## src/rtl/p_hardisc.sv

```systemverilog
// Shared constants and types for the hardisc prediction structures.
// Pure declarations: no logic, no latency, no flow control.
package p_hardisc;

    localparam int BOP_WIDTH     = 32;
    localparam int BOP_MAX_DEPTH = 16;

    // Sized for the largest legal ring so every instance can share one type.
    typedef logic [$clog2(BOP_MAX_DEPTH)-1:0] bop_ring_ptr;

endpackage

```

## src/rtl/seu_regs.sv

```systemverilog
// Bank of N write-enabled W-bit registers, optionally async-reset, tagged LABEL/GROUP.
// One-cycle write latency; writes are never refused.
module seu_regs #(
    parameter string LABEL = "REGS",
    parameter int    GROUP = 1,
    parameter int    N     = 1,
    parameter int    W     = 1,
    parameter bit    RST   = 1'b1
) (
    input  logic                s_clk_i,
    input  logic                s_resetn_i,
    input  logic [N-1:0]        s_we_i,
    input  logic [N-1:0][W-1:0] s_d_i,
    output logic [N-1:0][W-1:0] s_q_o
);

    if (N < 1 || W < 1 || GROUP < 1) begin : g_bad_cfg
        $error("seu_regs %s: illegal N/W/GROUP", LABEL);
    end

    if (RST) begin : g_rst
        always_ff @(posedge s_clk_i or negedge s_resetn_i) begin
            if (!s_resetn_i) begin
                s_q_o <= '0;
            end else begin
                for (int i = 0; i < N; i++) begin
                    if (s_we_i[i]) s_q_o[i] <= s_d_i[i];
                end
            end
        end
    end else begin : g_norst
        logic unused_rst;
        assign unused_rst = s_resetn_i;

        always_ff @(posedge s_clk_i) begin
            for (int i = 0; i < N; i++) begin
                if (s_we_i[i]) s_q_o[i] <= s_d_i[i];
            end
        end
    end

endmodule

```

## src/rtl/bop_ring.sv

```systemverilog
// Circular prediction buffer; head visible one cycle after push, no bypass. Full drops pushes
// (s_ovf_o), empty ignores pops (s_unf_o). Optional head parity check under BOP_PARITY_EN.
module bop_ring
    import p_hardisc::*;
#(
    parameter int    WIDTH      = BOP_WIDTH,
    parameter int    DEPTH      = 4,
    parameter int    AFULL_FREE = 1,
    parameter string LABEL      = "BOPR"
) (
    input  logic                       s_clk_i,
    input  logic                       s_resetn_i,
    input  logic                       s_flush_i,
    input  logic                       s_push_i,
    input  logic                       s_pop_i,
    input  logic [WIDTH-1:0]           s_data_i,
    output logic [WIDTH-1:0]           s_data_o,
    output logic                       s_entry_ready_o,
    output logic                       s_full_o,
    output logic                       s_afull_o,
    output logic [$clog2(DEPTH+1)-1:0] s_count_o,
    output logic                       s_ovf_o,
    output logic                       s_unf_o
`ifdef BOP_PARITY_EN
    ,
    output logic                       s_perr_o
`endif
);

    localparam int CW = $clog2(DEPTH+1);
`ifdef BOP_PARITY_EN
    localparam int SW = WIDTH + 1;
`else
    localparam int SW = WIDTH;
`endif

    typedef struct packed {
        bop_ring_ptr   wptr;
        bop_ring_ptr   rptr;
        logic [CW-1:0] cnt;
    } ring_state_t;

    ring_state_t               st_q, st_d;
    logic [DEPTH-1:0]          data_we;
    logic [DEPTH-1:0][SW-1:0]  data_d, data_q;
    logic [SW-1:0]             entry_in, head;
    logic                      full, empty, push_ok, pop_ok;

    assign full    = (st_q.cnt == CW'(DEPTH));
    assign empty   = (st_q.cnt == '0);
    assign push_ok = s_push_i && (!full || s_pop_i);
    assign pop_ok  = s_pop_i && !empty;

`ifdef BOP_PARITY_EN
    assign entry_in = {^s_data_i, s_data_i};
`else
    assign entry_in = s_data_i;
`endif

    always_comb begin
        data_we = '0;
        data_d  = '0;
        for (int i = 0; i < DEPTH; i++) begin
            data_d[i]  = entry_in;
            data_we[i] = push_ok && !s_flush_i && (st_q.wptr == bop_ring_ptr'(i));
        end
    end

    always_comb begin
        st_d = st_q;
        if (s_flush_i) begin
            st_d = '0;
        end else begin
            if (push_ok) st_d.wptr = (st_q.wptr == bop_ring_ptr'(DEPTH-1)) ? '0 : st_q.wptr + 1'b1;
            if (pop_ok)  st_d.rptr = (st_q.rptr == bop_ring_ptr'(DEPTH-1)) ? '0 : st_q.rptr + 1'b1;
            case ({push_ok, pop_ok})
                2'b10:   st_d.cnt = st_q.cnt + 1'b1;
                2'b01:   st_d.cnt = st_q.cnt - 1'b1;
                default: st_d.cnt = st_q.cnt;
            endcase
        end
    end

    seu_regs #(
        .LABEL (LABEL),
        .GROUP (5),
        .N     (DEPTH),
        .W     (SW),
        .RST   (1'b0)
    ) u_data (
        .s_clk_i    (s_clk_i),
        .s_resetn_i (s_resetn_i),
        .s_we_i     (data_we),
        .s_d_i      (data_d),
        .s_q_o      (data_q)
    );

    seu_regs #(
        .LABEL ({LABEL, "PTR"}),
        .GROUP (5),
        .N     (1),
        .W     ($bits(ring_state_t)),
        .RST   (1'b1)
    ) u_ptr (
        .s_clk_i    (s_clk_i),
        .s_resetn_i (s_resetn_i),
        .s_we_i     (1'b1),
        .s_d_i      (st_d),
        .s_q_o      (st_q)
    );

    // Pointer type is wider than the entry index, so select by compare instead of indexing.
    always_comb begin
        head = '0;
        for (int i = 0; i < DEPTH; i++) begin
            if (st_q.rptr == bop_ring_ptr'(i)) head = data_q[i];
        end
    end

    always_ff @(posedge s_clk_i or negedge s_resetn_i) begin
        if (!s_resetn_i) begin
            s_ovf_o <= 1'b0;
            s_unf_o <= 1'b0;
        end else begin
            s_ovf_o <= !s_flush_i && s_push_i && full && !s_pop_i;
            s_unf_o <= !s_flush_i && s_pop_i && empty;
        end
    end

    assign s_data_o        = head[WIDTH-1:0];
    assign s_count_o       = st_q.cnt;
    assign s_entry_ready_o = !empty;
    assign s_full_o        = full;
    assign s_afull_o       = (st_q.cnt == CW'(DEPTH - AFULL_FREE));

`ifdef BOP_PARITY_EN
    assign s_perr_o = !empty && ((^head[WIDTH-1:0]) != head[WIDTH]);
`endif

endmodule

```

## config.mk

```make
export PLATFORM = sky130hd
export DESIGN_NAME = bop_ring
export DESIGN_NICKNAME = d
export VERILOG_FILES = /design/src/rtl/p_hardisc.sv /design/src/rtl/seu_regs.sv /design/src/rtl/bop_ring.sv
export SDC_FILE = /design/constraint.sdc
export NUM_CORES = 1
export LEC_CHECK = 0
export ABC_AREA = 1
export BUFFER_PORTS_ARGS = -buffer_cell sky130_fd_sc_hd__buf_4
export CORE_MARGIN = 2
export CORE_UTILIZATION = 58
export DETAILED_ROUTE_END_ITERATION = 10
export PLACE_DENSITY = 0.79
export SETUP_SLACK_MARGIN = 0.15
export SLEW_MARGIN = 30
export SYNTH_ARGS = -nofsm -noshare
export SYNTH_HDL_FRONTEND = slang
export SYNTH_HIERARCHICAL = 1
export SYNTH_SLANG_ARGS = --single-unit
```

## constraint.sdc

```tcl
create_clock -name s_clk_i -period 5.1 [get_ports s_clk_i]
set_clock_uncertainty 0.05 [all_clocks]
set_input_delay 0 -clock s_clk_i [delete_from_list [all_inputs] [get_ports s_clk_i]]
set_output_delay 0 -clock s_clk_i [all_outputs]
set_load 0.01 [all_outputs]
```

* Word-level counts from Yosys, hierarchy flattened
Cells that the tools add are included.
** Storage, ports and cells
- Logic and storage cells :: 56
- Bits of input ports :: 37
- Flip-flop bits (word level) :: 141
** Cells by class
- Reductions and logical operators :: 23
- Equal/unequal tests :: 10
- $add $sub $neg :: 4
- Mux-type cells :: 10
** Operators by type and width (number)
- $mux W32 :: 4
- $eq A4 B2 Y1 const B :: 4
- $mux W4 :: 4
- $logic_and A1 B1 Y1 :: 12
- $mux W11 :: 1
- $add A4 B1 Y4 const B :: 2
- $eq A4 B1 Y1 const B :: 2
- $logic_not A4 Y1 :: 2
- $pmux W3 S2 :: 1
- $logic_not A1 Y1 :: 4
- $reduce_bool A2 Y1 :: 2
- $add A3 B1 Y3 const B :: 1
- $eq A3 B2 Y1 const B :: 1
- $eq A3 B3 Y1 const B :: 1
- $logic_not A3 Y1 :: 1
- $reduce_bool A3 Y1 :: 1
- $sub A3 B1 Y3 const B :: 1
- $eq A2 B1 Y1 const B :: 1
- $eq A2 B2 Y1 const B :: 1
- $logic_or A1 B1 Y1 :: 1

* Logic depth before layout (Yosys ltp)
Gate-level depths: netlist of the first run.
- Word-level depth :: 7
- Depth in mapped cells :: 12
- Mapped depth without buffers :: 12

* Hierarchy
Netlist of the first run, hierarchy kept.
** Modules (own cells, without submodules)
- seu_regs (u_data) :: cells an instance 128, seq. area each 3843.7 sq um, times used 1, area an instance 3843.7 sq um
- bop_ring :: cells an instance 497, seq. area each 50.0 sq um, times used 1, area an instance 2329.7 sq um
- seu_regs (u_ptr) :: cells an instance 47, seq. area each 275.3 sq um, times used 1, area an instance 421.7 sq um

* Least setup slack after synthesis of the first run
OpenSTA, ideal clock, no wires.
- Path kind :: reg2reg
- Start :: register u_ptr/s_q_o[0] (netlist bit)
- End :: register u_data/s_q_o[100] (netlist bit) (enable)
- Period minus slack after synthesis :: 3593 ps
- Library setup time :: 461 ps
- Stages on the path, launching flop included :: 5
- Path buffers :: 0
- Setup slack :: 1507 ps
- Data arrival time :: 3082 ps
- Data required time :: 4589 ps
- Cell sequence :: dfrtp_1 nor2_1 nand3_1 nand2_1 nor3_1
** On the way
- Word-level cells in the longest chain between the ends :: 6
** Ends and longest elaborated chain
- from (decl) :: line seu_regs.sv:14 : output logic [N-1:0][W-1:0] s_q_o
- from (signal, indexed assignment) :: line seu_regs.sv:27 : if (s_we_i[i]) s_q_o[i] <= s_d_i[i];
- $eq A3 B3 Y1 :: line bop_ring.sv:49 : assign full = (st_q.cnt == CW'(DEPTH));
- $logic_not A1 Y1 :: line bop_ring.sv:51 : assign push_ok = s_push_i && (!full || s_pop_i);
- $logic_or A1 B1 Y1 :: line bop_ring.sv:51
- $logic_and A1 B1 Y1 :: line bop_ring.sv:51
- $logic_and A1 B1 Y1 (2 in series) :: line bop_ring.sv:65 : data_we[i] = push_ok && !s_flush_i && (st_q.wptr == bop_ring_ptr'(i));
- net data_we[3] :: line bop_ring.sv:44 : logic [DEPTH-1:0] data_we;
- to (signal, indexed assignment) :: line seu_regs.sv:37 : if (s_we_i[i]) s_q_o[i] <= s_d_i[i];
- to (decl) :: line seu_regs.sv:14
The timed path passes the listed nets, and every way through them passes these cells.
A chain may end at the register's enable or synchronous reset.

* Final worst setup path of the first run
- Start :: register u_ptr/s_q_o[5] (netlist bit)
- End :: output port s_data_o[12]
** On the way
- Word-level cells in the longest chain between the ends :: 5
- Elaborated cells on any way between the ends :: 8
- Classes of those cells :: 3 x eq/ne; 4 x mux; 1 x reduce/logical
** Ends and longest elaborated chain
- $logic_not A4 Y1 :: line bop_ring.sv:116 : if (st_q.rptr == bop_ring_ptr'(i)) head = data_q[i];
- $mux W32 (3 in series) :: line bop_ring.sv:116
- $mux W32 * :: line bop_ring.sv:116
- to (decl) :: line bop_ring.sv:17 : output logic [WIDTH-1:0] s_data_o,
Every way passes the cells marked *; elsewhere a longest branch is shown, timed or not.

==> results.ini, run 1 <==
[floorplanning]
start_util_pct = 60.0
io_pins = 77
die-area_um2 = 12200
die_w_um = 111
die_y_um = 111
fp.coreArea_um2 = 11000
rows = 38

[place]
place_hpwl_um = 7970
post-place-ws_ns = 2.31
gp_congestion = 0.824
post-place-cells = 861
numPortBuffers = 76

[logic_synthesis]
synth-seq-area-share_pct = 63.2
synth_cells = 672
synth_area_um2 = 6600
avgSynthCellArea_um2 = 9.81
ys_types = 22
yosysWarnings = 6
ys_ff_latch = 141

[finish]
final_common_cell = nand2_1
register_area_um2 = 4170
layout.nets = 825
multi_input_comb_area_um2 = 1980
layout_common_cells = 192 x nand2_1, 128 x edfxtp_1, 102 x nand3_1
syn_to_final_growth_pct = 26.2
finalNonFillerCells = 931
post-route-util_pct = 75.8
fill_cells = 701
insertedDiodeCount = 0
post_route_cells_drive_above_1_share_pct = 15.2

[power_and_ir_drop]
ir_drop_v = 0.000235
power.leakage_nw = 3.67
p_per_area_nw_per_um2 = 465

[critical_path]
rr_worst_depth = 8
crit_slowest_cell = inv_2
crit_type = register to primary output
cp_max_fo = 35
reg2reg_slack_ns = 2.60
required_ns = 5.05
crit_path_cell_trace = nor2_4, nand2_2, inv_2, nand2_1, nand2_1, buf_4
critPathTopFamily = simple AND/OR/NAND/NOR gates
worstReg2RegStart = u_ptr/s_q_o[5]
reg2reg_to = u_ptr/s_q_o[3]
worstSetupEndpointType = primary output
crit_top_cell = nand2_1
slowest_delay_ns = 0.72
cp_num_buf_inv = 2
arrival_ns = 3.18
cp-start-kind = register

[global_routing]
antenna_found_initial = 0
grt_pass1_wl_um = 24000
grt_usage_pct = 24.8
gr-total-overflow = 0
grt_pass1_vias = 4969
grt_max_degree = 68

[hold_path]
hold_start = s_pop_i
min_path_type = input pin to register
whs_path_depth = 4
holdPathEnd = s_ovf_o

[drt]
viasPerCell = 5.39
first_iter_violations = 465
drt-pass1-iter-count = 5
num_vias = 5016
routed_wl_um = 14900
drc = 0
antenna_left = 0
wl_per_cell_um = 16.0

[clocking]
h-tree-depth = 4
clkSlewWorstSetupHoldPaths_ns = 0.06
cts_setup_buffers = 0
cts_tree = built
worstSkewPairLatency_ns = 0.41
clock_path_buffers = 2
cts-root-buf = clkbuf_16
cts_made_buffers = 17
clkSinkCount = 141

[sta]
finalCritPeriodShare_pct = 63.3
finalHoldViolations = 0
worst_pin_slew_ns = 0.765
holdWs_ns = 0.0250
fin_setup_tns_ns = 0
setup_violations = 0
max_freq_ghz = 0.310
worst_slack_ns = 1.87
relSlewSlack_pct = 48.8
rsz0062_at_grt = no
fin_crit_ns = 3.23
slew_viol_final = 0

[job]
maxCapViolCount = 0

[run_status]
status = complete, no violations

## synthesized netlist by cell type
master,count,area (µm²)
nor2_1,54,203
fa_1,1,20.0
buf_1,3,11.3
buf_2,15,75.1
nand4_1,2,12.5
inv_2,2,7.51
nand2_2,1,6.26
buf_6,2,22.5
edfxtp_1,128,3840
o21ai_0,4,20.0
nand3_1,102,510
nand3b_1,33,248
buf_4,5,37.5
conb_1,1,3.75
a21oi_1,6,30.0
ha_1,9,113
nor3_1,5,25.0
nand2_1,193,724
clkbuf_1,11,41.3
inv_1,81,304
dfrtp_1,13,325
nor2_4,1,11.3
## state kept, by name, indices dropped and copies added, names as in the netlist
| register | cells |
|---|---|
| s_ovf_o | 1 |
| s_unf_o | 1 |
| u_data/s_q_o | 128 |
| u_ptr/s_q_o | 11 |
## tightest hold or removal path: cells and delay by family
kind                   cells  cell delay, ns
AND/OR/NAND/NOR            2            0.30
buffers and inverters      2            0.14
## power by group
part / switching [mW] / internal [mW] / total (mW)
sequential: 0.0402 / 1.32 / 1.36
combinational: 0.728 / 0.475 / 1.20
clock: 0.453 / 0.856 / 1.31
total: 1.22 / 2.65 / 3.87
## cells by family (layout without fill, tap and decap cells)
kind of cell | count (synthesis) | after routing | share of synthesized area [%]
AOI/OAI and AO/OA | 10 | 10 | 0.759
DFF | 141 | 141 | 63.2
and+or+nand+nor | 391 | 391 | 26.4
adders and majority gates | 10 | 10 | 2.01
buffers and inverters | 119 | 236 | 7.57
other | 1 | 3 | 0.0569
## what timing repair did
item	CTS	global route
hold endpoints to repair	148	0
hold buffers	37	0
gates resized for setup	0	0
endpoints found under the setup margin	0	0
## worst max-delay path by stage
stage	slack [ns]	to	start	cells past startpoint
after floorplan	1.51	u_data/s_q_o[100]	u_ptr/s_q_o[0]	4
after global placement	2.43	s_data_o[31]	u_ptr/s_q_o[5]	6
after detailed placement	2.31	s_data_o[7]	u_ptr/s_q_o[5]	6
after CTS	1.84	s_data_o[24]	u_ptr/s_q_o[5]	6
after global routing	1.66	s_data_o[12]	u_ptr/s_q_o[5]	6
final	1.87	s_data_o[12]	u_ptr/s_q_o[5]	6
## per-layer routing
metal	up-vias	global-route usage (%)	share of wire, %
met5	-	0	0
met2	204	42.4	51
met3	37	5.49	6.3
met4	0	10.8	2.6
met1	2361	30.5	40
li1	2414	-	-
## final cells by class
type                       instances  share of cell area, %
sequential                       141                   50.1
timing repair buffer             121                   12.8
inverter                          83                   3.74
multi-input combinational        414                   23.8
tap                              140                   2.11
clock buffer                      17                   5.11
clock inverter                    15                   2.42
## stage by stage
| step | power, mW | instance area [µm²] |
|---|---|---|
| 2_1_floorplan | 2.09 | 6600 |
| 3_3_place_gp | 2.49 | 7230 |
| 3_5_place_dp | 2.53 | 7300 |
| 4_1_cts | 3.86 | 8290 |
| 5_1_grt | 4.07 | 8320 |
| 6_report | 3.87 | 8320 |
(Power assumes the default switching activity.)
==> run 2, diff against run 1 <==
Settings changed: CORE_UTILIZATION 58 to 53, PLACE_DENSITY 0.79 to 0.76.
Clock period 5.1 ns to 2.96 ns, I/O delays scaled along.
==> run 2 against run 1 <==
  * Sequential cell count stayed put
  * Via count down 2.8%
  * Worst hold slack improved by 0.24 ns
  * Sequential power is 72% higher
  * Die area increased by 9.1%
  * Clock power increased by 60%
  * Critical path type unchanged
  * Largest power group unchanged
==> results.ini, run 2 (same netlist as run 1, synthesis figures left out) <==
[run_status]
status = complete, no violations

[floorplanning]
die_w_um = 116  ; +4.4%
die-area_um2 = 13400  ; +9.1%
fp.coreArea_um2 = 12100  ; +9.8%
die_y_um = 116  ; +4.4%
rows = 40  ; +5.3%
start_util_pct = 54.7  ; -5.4 points
io_pins = 77  ; unchanged

[finish]
multi_input_comb_area_um2 = 1980  ; about the same
reg.largest.list = u_data/s_q_o (128), u_ptr/s_q_o (11)
finalNonFillerCells = 964  ; +3.5%
syn_to_final_growth_pct = 26.0  ; about the same
top_register = u_data/s_q_o
layout_common_cells = 193 x nand2_1, 128 x edfxtp_1, 102 x nand3_1
register_area_um2 = 4170  ; unchanged
post_route_cells_drive_above_1_share_pct = 16.0  ; +0.78 points
largest_reg_flops = 128  ; unchanged
fill_cells = 873  ; +25%
layout.nets = 830  ; +0.61%
post-route-util_pct = 68.9  ; -6.8 points
insertedDiodeCount = 0  ; unchanged
final_common_cell = nand2_1

[drt]
routed_wl_um = 14100  ; -5.4%
drt-pass1-iter-count = 5  ; unchanged
first_iter_violations = 376  ; -19%
num_vias = 4876  ; -2.8%
viasPerCell = 5.06  ; -6.1%
wl_per_cell_um = 14.6  ; -8.6%
drc = 0  ; unchanged
antenna_left = 0  ; unchanged

[job]
maxCapViolCount = 0  ; unchanged

[sta]
slew_viol_final = 0  ; unchanged
fin_setup_tns_ns = 0  ; unchanged
worst_pin_slew_ns = 0.773  ; +0.00799 ns
finalHoldViolations = 0  ; unchanged
max_freq_ghz = 0.386
setup_violations = 0  ; unchanged
relSlewSlack_pct = 48.4  ; -0.35 points
rsz0062_at_grt = no
fin_crit_ns = 2.59
finalCritPeriodShare_pct = 87.5
holdWs_ns = 0.264  ; +0.240 ns

[global_routing]
grt_pass1_vias = 4701  ; -5.4%
grt_usage_pct = 22.6  ; -2.3 points
gr-total-overflow = 0  ; unchanged
antenna_found_initial = 0  ; unchanged
grt_pass1_wl_um = 22700  ; -5.4%
grt_max_degree = 58  ; -15%

[critical_path]
crit_path_cell_trace = nor2_4, buf_4, buf_4, nand3b_1, nand2_1, inv_1, nand2_1, nand2_1, buf_4
startpoint = u_ptr/s_q_o[5]
worstSetupEndpointType = primary output
required_ns = 2.91  ; -2.14 ns
crit_slowest_cell = buf_4
worstReg2RegStart = u_ptr/s_q_o[0]
slowest_delay_ns = 0.57  ; -0.15 ns
crit_type = register to primary output
arrival_ns = 2.54  ; -0.64 ns
cp-start-kind = register
cp_max_fo = 57  ; +63%

[power_and_ir_drop]
pwr-share-comb_pct = 31.6  ; +0.5 points
p_clk_share_pct = 32.3  ; -1.5 points
p_seq_share_pct = 36.1  ; +1.0 points
power.leakage_nw = 3.66  ; about the same
ir_drop_v = 0.000394  ; +68%
p_sw_mw = 2.08  ; +70%
p_sw_share_pct = 32.1  ; +0.51 points
p_per_area_nw_per_um2 = 779  ; +68%
p_int_mw = 4.40  ; +66%

[place]
post-place-cells = 894  ; +3.8%
gp_congestion = 0.858  ; +4.1%
place_hpwl_um = 8430  ; +5.7%
numPortBuffers = 76  ; unchanged

[hold_path]
hold_start = s_data_i[20]
min_path_type = input pin to register

[clocking]
cts_tree = built
clkSlewWorstSetupHoldPaths_ns = 0.06  ; about the same
post_cts_resize_count = 0  ; unchanged
clkSinkCount = 141  ; unchanged
cts_hold_buf = 38  ; +2.7%
cts_made_buffers = 17  ; unchanged
cts_setup_buffers = 0  ; unchanged
clock_path_buffers = 2  ; unchanged
cts-root-buf = clkbuf_16
h-tree-depth = 4  ; unchanged
worstSkewPairLatency_ns = 0.42  ; about the same

run 2: cell count changes in the layout (fill, tap and decap cells not counted), moves of 2 or more:
cell / before / now
bufinv_16: 5 / 3
ha_1: 8 / 6
clkinv_1: 6 / 3
clkinv_2: 1 / 5
ha_2: 0 / 3
buf_16: 3 / 0
buf_12: 0 / 2
buf_4: 81 / 86
run 2: area by class of cell:
| type | instances | share of cell area, % |
|---|---|---|
| clock buffer | 18 | 5.16 |
| clock inverter | 14 | 1.82 |
| inverter | 83 | 3.75 |
| multi-input combinational | 414 | 23.8 |
| sequential | 141 | 50.2 |
| tap | 168 | 2.53 |
| timing repair buffer | 126 | 12.8 |
run 2: worst paths after layout:
path                                    end  slack [ns]  depth (start not counted)
min                        u_data/s_q_o[20]        0.26                          2
min in group asynchronous    u_ptr/s_q_o[9]        0.61                          3
min reg2reg                 u_ptr/s_q_o[10]        0.70                          6
max reg2reg                  u_ptr/s_q_o[1]        0.70                          9
max                            s_data_o[29]        0.37                          9
max in group asynchronous    u_ptr/s_q_o[3]        1.85                          3
run 2: through the flow:
stage | area, µm² | power [mW] | setup slack, ns
6_report | 8310 | 6.48 | 0.369
5_1_grt | 8310 | 6.83 | 0.197
4_1_cts | 8310 | 6.49 | 0.376
3_5_place_dp | 7350 | 4.37 | 0.718
3_3_place_gp | 7350 | 4.32 | 0.833
2_1_floorplan | 6610 | 3.60 | 0.237
run 2: power groups by stage:
| stage | registers (mW) | logic (mW) | clock network, mW |
|---|---|---|---|
| final | 2.34 | 2.05 | 2.09 |
| after global routing | 2.35 | 2.28 | 2.20 |
| after CTS | 2.34 | 2.04 | 2.11 |
| after detailed placement | 2.38 | 1.99 | 0 |
| after global placement | 2.37 | 1.95 | 0 |
| after floorplan | 2.37 | 1.23 | 0 |
run 2: critical path, delay by kind of cell (launching register included):
family / cells / cell delay (ns)
buf+inv: 4 / 1.15
flops: 1 / 0.46
simple gates: 5 / 0.51
run 2: routing by layer:
layer	track usage, %	vias up	wire, µm
met2	37.4	142	6960
met1	28.5	2289	6040
met4	9.56	0	311
met5	0	-	0
li1	-	2417	-
met3	5.60	28	768
